**src/rtl/serial_add_pkg.sv**
```systemverilog
// serial_add_pkg: shared types and defaults for the bit-serial adder controller.
// Revision 1.0
`default_nettype none

package serial_add_pkg;

  typedef enum logic [1:0] {
    IDLE = 2'd0,
    ADD  = 2'd1,
    DONE = 2'd2
  } state_t;

  localparam int DEFAULT_WIDTH = 8;

endpackage

`default_nettype wire

```
**src/rtl/fa.sv**
```systemverilog
// fa: one-bit full adder cell.
// Revision 1.0
`default_nettype none

module fa (
  input  logic a,
  input  logic b,
  input  logic ci,
  output logic s,
  output logic co
);

  assign s  = a ^ b ^ ci;
  assign co = (a & b) | (a & ci) | (b & ci);

endmodule

`default_nettype wire

```
**src/rtl/serial_add_ctrl.sv**
```systemverilog
// serial_add_ctrl: sequences one shared full adder over WIDTH bits, LSB first.
// Revision 1.0
`default_nettype none

module serial_add_ctrl
  import serial_add_pkg::*;
#(
  parameter int WIDTH = DEFAULT_WIDTH
) (
  input  logic             clk,
  input  logic             rst_n,
  input  logic             start,
  input  logic [WIDTH-1:0] a,
  input  logic [WIDTH-1:0] b,
  input  logic             cin,
  output logic             busy,
  output logic             done,
  output logic [WIDTH-1:0] sum,
  output logic             cout
);

  localparam int CNT_W = (WIDTH > 1) ? $clog2(WIDTH) : 1;
  localparam logic [CNT_W-1:0] LAST_BIT = CNT_W'(WIDTH - 1);

  state_t           state;
  state_t           state_next;
  logic [WIDTH-1:0] a_sh;
  logic [WIDTH-1:0] b_sh;
  logic             carry;
  logic [CNT_W-1:0] cnt;
  logic             fa_s;
  logic             fa_co;
  logic             accept;
  logic             last_bit;

  fa u_fa (
    .a  (a_sh[0]),
    .b  (b_sh[0]),
    .ci (carry),
    .s  (fa_s),
    .co (fa_co)
  );

  // A new request is only taken when no addition is in flight.
  assign accept   = start && (state == IDLE || state == DONE);
  assign last_bit = (state == ADD) && (cnt == LAST_BIT);

  always_comb begin
    state_next = state;
    case (state)
      IDLE:    if (start) state_next = ADD;
      ADD:     if (last_bit) state_next = DONE;
      DONE:    state_next = start ? ADD : IDLE;
      default: state_next = IDLE;
    endcase
  end

  always_ff @(posedge clk or negedge rst_n) begin
    if (!rst_n) begin
      state <= IDLE;
      a_sh  <= '0;
      b_sh  <= '0;
      carry <= 1'b0;
      cnt   <= '0;
      sum   <= '0;
      cout  <= 1'b0;
    end else begin
      state <= state_next;
      if (accept) begin
        a_sh  <= a;
        b_sh  <= b;
        carry <= cin;
        cnt   <= '0;
      end else if (state == ADD) begin
        // Result bits enter at the MSB so bit 0 lands in place after WIDTH shifts.
        sum   <= {fa_s, sum[WIDTH-1:1]};
        carry <= fa_co;
        a_sh  <= a_sh >> 1;
        b_sh  <= b_sh >> 1;
        cnt   <= cnt + 1'b1;
        if (last_bit) cout <= fa_co;
      end
    end
  end

  assign busy = (state == ADD);
  assign done = (state == DONE);

endmodule

`default_nettype wire

```
**config.mk**
```make
export PLATFORM = sky130hd
export DESIGN_NAME = serial_add_ctrl
export DESIGN_NICKNAME = d
export VERILOG_FILES = /design/src/rtl/serial_add_pkg.sv /design/src/rtl/fa.sv /design/src/rtl/serial_add_ctrl.sv
export SDC_FILE = /design/constraint.sdc
export NUM_CORES = 1
export LEC_CHECK = 0
export ABC_CLOCK_PERIOD_IN_PS = 1600
export CAP_MARGIN = 25
export CELL_PAD_IN_SITES_DETAIL_PLACEMENT = 1
export CELL_PAD_IN_SITES_GLOBAL_PLACEMENT = 1
export CORE_MARGIN = 5
export CORE_UTILIZATION = 40
export CTS_BUF_LIST = sky130_fd_sc_hd__clkbuf_2 sky130_fd_sc_hd__clkbuf_4 sky130_fd_sc_hd__clkbuf_8
export CTS_CLUSTER_SIZE = 16
export DETAILED_ROUTE_END_ITERATION = 7
export PLACE_DENSITY_LB_ADDON = 0.05
export SKIP_CTS_REPAIR_TIMING = 1
export SLEW_MARGIN = 20
export SYNTH_ARGS = -nofsm -noshare
export SYNTH_HDL_FRONTEND = slang
export SYNTH_SLANG_ARGS = --single-unit
```
**constraint.sdc**
```tcl
create_clock -name clk -period 1.6 [get_ports clk]
set_input_delay 0.32 -clock clk [delete_from_list [all_inputs] [get_ports clk]]
set_output_delay 0.32 -clock clk [all_outputs]
set_load 0.01 [all_outputs]
```
==> flow_summary.json <==
{
  "r2r_start": "state[1]",
  "power_uw": 3330,
  "crit_family": "buffers and inverters",
  "hold_viol_final": 0,
  "cp-end-kind": "output port",
  "postSynthAreaPerCell_um2": 10.3,
  "antenna_found_initial": 0,
  "tritoncts": "yes",
  "portBuffers": 30,
  "worstPathMaxFanout": 3,
  "ys_warn_count": 0,
  "cp-startpoint": "sum[6]",
  "finalSetupViolations": 0,
  "start_kind": "flop",
  "synth-edff-count": 0,
  "cts-htree-levels": 2,
  "dp_hpwl_um": 2250,
  "cp_cell_sequence": "clkdlybuf4s50_1",
  "fin_setup_tns_ps": 0,
  "clock_skew_ps": 4.31,
  "critPathBufInv": 1,
  "cp_data_required_time_ps": 1280,
  "grt_pass1_wl_um": 5600,
  "p_leak_uw": 0.000909,
  "fillers": 387,
  "cts.sinks": 31,
  "seq_area_frac_synth": 0.542,
  "start_util": 0.422,
  "drc": 0,
  "diodes": 0,
  "final_util": 0.558,
  "clk_pin_slew_ps": 80,
  "ys.flop_type": "dfrtp_1",
  "crit_arrival_ps": 1220,
  "ir_drop_mv": 0.793,
  "vias": 1115,
  "viasPerCell": 4.98,
  "p_per_area_mw_per_mm2": 1760,
  "chipWidth_um": 69.8,
  "die_y_um": 69.8,
  "slew_viol_final": 0,
  "drt-initial-drc-count": 47,
  "drive_above_1_share": 0.129,
  "netlist_instances": 139,
  "dr.pass1.iters": 4,
  "synthDistinctLibCells": 23,
  "area_growth_pct": 32.1,
  "fp.coreArea_mm2": 0.00339,
  "slew_headroom": 0.743,
  "gp_congestion": 0.728,
  "syn-num-nets": 162,
  "status": "complete, no violations",
  "grt_pass1_vias": 1217,
  "routedWlPerCell_um": 13.9,
  "ios": 31,
  "rsz0062_at_grt": "false",
  "fin_crit_ps": 1540,
  "gr-total-overflow": 0,
  "grt_max_degree": 32,
  "period_share": 0.965,
  "worstSetupPathType": "reg2out",
  "clock_latency_ps": 310,
  "final_nets": 202,
  "register_area_um2": 776,
  "worstMarginPinSlew_ps": 385,
  "async_reset_ff_frac": 1.00,
  "ys_seq_elements": 31,
  "grt_use_total": 0.144,
  "cts_buffers": 5,
  "hold_class": "in2async",
  "max_clock_freq_ghz": 0.648,
  "multi_input_area_um2": 598,
  "maxCapViolations": 0,
  "die_area_mm2": 0.00487,
  "crit_path_max_incr_delay_ps": 540,
  "routed_wl_um": 3110,
  "clockRootBuffer": "clkbuf_4",
  "syn_area_mm2": 0.00143,
  "critPathSlowestCell": "clkdlybuf4s50_1",
  "cts_max_path_buffers": 2,
  "antenna_left": 0,
  "fp-row-count": 21
}
==> layout make-up <==
type                       instances  share of cell area
multi-input combinational         98               0.316
sequential                        31               0.410
timing repair buffer              42               0.217
tap                               46              0.0304
inverter                           1             0.00199
clock buffer                       6              0.0238
==> kinds of logic after synthesis <==
family / count (synthesis) / share of synthesized area
compound gates: 28 / 0.126
fa+ha+maj: 3 / 0.0315
buf+inv: 10 / 0.0402
flops: 31 / 0.542
mux: 11 / 0.0822
simple gates: 56 / 0.178
==> metal layers <==
layer / wire, um / global-route usage / vias to the layer above
met2: 1520 / 0.228 / 23
met1: 1400 / 0.175 / 529
met3: 181 / 0.0580 / 2
met4: 20 / 0.0511 / 0
met5: 0 / 0 / -
li1: - / - / 561
==> cells in the final DEF, fill, tap and decap left out <==
master and instances:
a211oi_1 7, a21oi_1 7, a22o_1 3, a22oi_1 1, and2_4 1, buf_4 12
clkbuf_4 6, clkdlybuf4s50_1 22, dfrtp_1 31, dlymetal6s2s_1 8, fa_1 1, ha_1 2
inv_2 1, mux2_2 2, mux2_4 1, mux2i_1 8, nand2_1 25, nand2b_1 2
nand3_1 3, nor2_1 9, nor2b_1 9, nor3_1 7, o21ai_0 3, o22ai_1 7
==> stage by stage <==
step / hold WS (ps) / std cells / area [um2] / worst slack, ps
floorplan: 24.4 / 139 / 1430 / 202
CTS: 388 / 222 / 1860 / -269
detailed placement: 462 / 216 / 1810 / 49.6
global route: 419 / 224 / 1890 / 6.45
finish: 392 / 224 / 1890 / 56.3
global placement: 456 / 216 / 1810 / 78.5
==> synthesized netlist by cell type, types with 3 or more instances <==
cell	count	area, um2
nor2_1	9	33.8
a21oi_1	7	35.0
a211oi_1	7	52.6
nor3_1	7	35.0
buf_2	4	20.0
o22ai_1	7	43.8
dfrtp_1	31	776
a22o_1	3	26.3
nand3_1	3	15.0
nor2b_1	9	56.3
buf_4	4	30.0
nand2_1	25	93.8
o21ai_0	3	15.0
mux2i_1	8	80.1
==> where the power goes <==
group | switching [uW] | total (uW) | leakage (uW) | internal, uW
registers | 252 | 1410 | 0.000377 | 1160
logic | 740 | 1520 | 0.000505 | 780
clock network | 234 | 407 | 0.0000276 | 173
==> state kept, by name (all words and copies together) (netlist names) <==
signal,cells
carry,1
a_sh,8
state,2
sum,8
cnt,3
cout,1
b_sh,8
==> worst paths after layout <==
check                               end  slack [ps]  depth (start not counted)
worst max-delay path             sum[6]          60                          1
worst min-delay path            b_sh[5]         390                          2
worst max register to register     cout         130                          5
worst min register to register   sum[0]         480                          2
max in group asynchronous        sum[5]         930                          2
min in group clk                 sum[0]         480                          2
(Power assumes the default switching activity.)
==> variant 1 (config.mk and constraints unchanged) <==
Make the reset (`rst_n`) synchronous in one clocked block.
--- a/src/rtl/serial_add_ctrl.sv
+++ b/src/rtl/serial_add_ctrl.sv
@@ -57,3 +57,3 @@
 
-  always_ff @(posedge clk or negedge rst_n) begin
+  always_ff @(posedge clk) begin
     if (!rst_n) begin
Function: differs if rst_n is asserted again (counterexample within 4 cycles, from zero or initial values and one cycle with rst_n low); with rst_n held inactive, the same outputs for 10 cycles.
==> variant 1 against the unedited design <==
Fmax increased by 0.95%; register-to-register slack improved by 0.26 ns; final area decreased by 10%; setup slack improved by 0.015 ns; first-iteration DRC count decreased by 38%; wire length increased by 2.8%; sequential cell count unchanged; synthesized area decreased by 11%.
Power is not compared: it rests on default switching activity, and its combinational part moved more than twofold at a synthesized area within 25%.
==> variant 1: results (changes against the unedited design) <==
.. list-table::
   :header-rows: 1

   * - Metric
     - Value
   * - Synth async-reset ratio
     - 0% (-100 points)
   * - Total routing usage reported by global routing
     - 16.2% (+1.9 points)
   * - Met3 wirelength from detailed routing
     - 183 microns (+1.1%)
   * - GR met1 Demand/Resource
     - 17.5% (about the same)
   * - Fillcell total
     - 372 (-3.9%)
   * - RD Place Congestion
     - 0.699 (-4.1%)
   * - Net count of the mapped netlist
     - 168 (+3.7%)
   * - Global-route wire length before repair
     - 5.29 mm (-5.5%)
   * - Worst setup startpoint
     - sum[4]$_SDFFE_PN0P_
   * - Via-to-Cell Ratio
     - 5.24 (+5.3%)
   * - Xor/xnor cell area share of the yosys netlist
     - 0.688% (+0.69 points)
   * - Global routing usage on met2
     - 28.7% (+6.0 points)
   * - Final worst hold slack
     - 0.468 ns (+0.0760 ns)
   * - Fraction of the mapped netlist area in compound gates
     - 20.1% (+7.5 points)
   * - Worst clock skew
     - 0.00507 ns (+0.000761 ns)
   * - Slew headroom
     - 79.8% (+5.5 points)
   * - Wire length on met1
     - 1.39 mm (-0.43%)
   * - Grt met3 use
     - 6.12% (+0.33 points)
   * - Commonest cells post-synth
     - sky130_fd_sc_hd__dfxtp_1, sky130_fd_sc_hd__nand2_1, sky130_fd_sc_hd__nor2_1
   * - Reg2reg end
     - sum[4]$_SDFFE_PN0P_
   * - Met2 WL post-DR
     - 1.58 mm (+4.4%)
   * - Post-layout net count
     - 198 (-2.0%)
   * - Area of the multi-input gates
     - 576 sq um (-3.8%)
   * - Synth Area in Adders
     - 3.54% (+0.39 points)
   * - Result of the run
     - completed
   * - Cells taking the most area after synthesis
     - sky130_fd_sc_hd__dfxtp_1, sky130_fd_sc_hd__nand2_1, sky130_fd_sc_hd__o221ai_1, sky130_fd_sc_hd__a21boi_0, sky130_fd_sc_hd__nor3_1
   * - Dpl ws
     - 0.0597 ns (+0.0101 ns)
   * - Start of the worst register-to-register path
     - state[1]$_SDFFE_PN0P_
   * - Per-instance average area after synthesis
     - 8.78 sq um (-15%)
   * - Wirelength, routed
     - 3.20 mm (+2.8%)
   * - Most instantiated flip-flop cell in the synthesis netlist
     - sky130_fd_sc_hd__dfxtp_1
   * - Dpl cell area
     - 0.00163 sq mm (-9.9%)
   * - Layout Cells excl Fill
     - 218 (-2.7%)
   * - Share of synthesized area occupied by flip-flops and latches
     - 48.8% (-5.4 points)
   * - Proportion of layout cells with a drive suffix above 1
     - 8.62% (-4.3 points)
[variant 1: cell types whose count changed after synthesis, moves of 8 or more]
cell,unedited run,this run
sky130_fd_sc_hd__a21boi_0,0,9
sky130_fd_sc_hd__dfrtp_1,31,0
sky130_fd_sc_hd__dfxtp_1,0,31
sky130_fd_sc_hd__mux2i_1,8,0
sky130_fd_sc_hd__nor2b_1,9,1
sky130_fd_sc_hd__o221ai_1,0,10
[variant 1: how the worst max path moves through the flow]
| stage | slack [ns] | to |
|---|---|---|
| 4_1_cts | -0.22 | done |
| 3_5_place_dp | 0.06 | a_sh[2]$_SDFFE_PN0P_ |
| 5_1_grt | 0.02 | sum[0] |
| 2_1_floorplan | 0.50 | busy |
| 6_report | 0.07 | sum[4] |
| 3_3_place_gp | 0.14 | a_sh[1]$_SDFFE_PN0P_ |
[variant 1: area by class of cell]
type	count	area share [%]
sequential	31	36.6
multi-input combinational	100	33.8
timing repair buffer	35	23.2
tap	44	3.24
clock buffer	6	2.65
inverter	2	0.441
==> variant 2 (same flow settings) <==
Made on the original files. Set the package constant `DEFAULT_WIDTH` to 4 (it was 8).
--- a/src/rtl/serial_add_pkg.sv
+++ b/src/rtl/serial_add_pkg.sv
@@ -12,3 +12,3 @@
 
-  localparam int DEFAULT_WIDTH = 8;
+  localparam int DEFAULT_WIDTH = 4;
 
Ports: changed (resized a, b and sum); port bits go from 31 to 19. No check against the original RTL was run, so the function may have changed too.
==> variant 2 against the unedited design <==
Total power is 34% lower; global-route usage decreased by 1.3 points; critical endpoint is now sum[1]; final area is 36% lower; count of clock-buffer cells in the layout is 2 lower; register-to-register slack better by 0.13 ns; sequential power down 42%; wire length fell by 39%; synthesized area is 34% lower; sequential share of layout area is 4.0 points lower; setup slack got worse by 0.0048 ns; sequential cell count is 13 lower.
==> variant 2: results (changes against the unedited design) <==
.. list-table::
   :header-rows: 1

   * - Metric
     - Value
   * - Mean routed wirelength per cell
     - 15.7 microns (+13%)
   * - Area added between synthesis and finish
     - 29.6%
   * - IO buf count
     - 18 (-40%)
   * - Pin count of the biggest net entering global routing
     - 19 (-41%)
   * - Layout Cells excl Fill
     - 120 (-46%)
   * - 1st-pass router iterations
     - 3 (-1)
   * - DP Cell Count
     - 114 (-47%)
   * - Clock group share of total power
     - 13.0% (+0.8 points)
   * - Result of the run
     - completed
   * - Clock latency at the later pin of the worst-skew pair
     - 0.29 ns (-0.02 ns)
   * - Number of global-route vias before repair
     - 703 (-42%)
   * - Setup slack on the worst flop-to-flop path
     - 0.26 ns (+0.13 ns)
   * - Internal power
     - 1.47 mW (-30%)
   * - Iter 0 DRT Violations
     - 1 (-98%)
   * - Proportion of layout cells with a drive suffix above 1
     - 21.7% (+8.8 points)
   * - Relative area of clock buffers and inverters in the final design
     - 2.98% (+0.60 points)
   * - Post-layout net count
     - 107 (-47%)
   * - Commonest cells post-synth
     - sky130_fd_sc_hd__mux2i_1, sky130_fd_sc_hd__dfrtp_1, sky130_fd_sc_hd__mux2_4
   * - Part of the power in combinational logic
     - 49.6% (+4.0 points)
   * - Fillcell total
     - 227 (-41%)
   * - Dpl cell area
     - 0.00116 sq mm (-36%)
   * - Level count of the clock H-tree
     - 1 (-1)
   * - Per-instance average area after synthesis
     - 13.8 sq um (+34%)
   * - Top flop regs
     - a_sh (4), b_sh (4), sum (4)
   * - Area of the multi-input gates
     - 440 sq um (-26%)
   * - Slew headroom
     - 83.5% (+9.2 points)
   * - VDD IR max
     - 0.937 mV (+18%)
-- variant 2: cell types whose count changed after synthesis, moves of 7 or more --
cell	before	now
sky130_fd_sc_hd__nand2_1	25	0
sky130_fd_sc_hd__mux2i_1	8	23
sky130_fd_sc_hd__dfrtp_1	31	18
sky130_fd_sc_hd__nor2b_1	9	1
sky130_fd_sc_hd__a211oi_1	7	0
sky130_fd_sc_hd__a21oi_1	7	0
sky130_fd_sc_hd__nor2_1	9	2
sky130_fd_sc_hd__nor3_1	7	0
sky130_fd_sc_hd__o22ai_1	7	0
-- variant 2: cells by family after synthesis --
group	Yosys count	synth area share (%)
and+or+nand+nor	7	4.80
adders and majority gates	2	3.47
xor gates and xnor gates	1	0.934
buffers and inverters	6	5.33
AOI/OAI and AO/OA	4	2.93
DFF	18	48.0
muxes	30	34.5
-- variant 2: path summary, 6_finish.rpt --
path,start,to,depth (start not counted)
max in group asynchronous,rst_n,b_sh[3]$_DFFE_PN0P_,2
min in group clk,cout$_DFFE_PN0P_,cout$_DFFE_PN0P_,1
setup / recovery,sum[1]$_DFFE_PN0P_,sum[1],1
hold reg to reg,cout$_DFFE_PN0P_,cout$_DFFE_PN0P_,1
setup reg to reg,state[1]$_DFFE_PN0P_,cnt[1]$_DFFE_PN0P_,3
hold / removal,rst_n,state[0]$_DFFE_PN0P_,2
-- variant 2: per-stage QoR --
step	hold WS (ns)	utilization [%]
3_3_place_gp	0.494	51.8
3_5_place_dp	0.499	51.8
2_1_floorplan	0.0244	-
4_1_cts	0.344	53.4
6_report	0.348	54.5
5_1_grt	0.385	54.5
-- variant 2: metal layers --
layer	share of wire [%]	vias up	global-route usage [%]
met5	0	-	0
met4	0.53	0	5.96
met3	4.6	2	2.41
met2	52	13	21.5
met1	42	298	16.5
li1	-	290	-
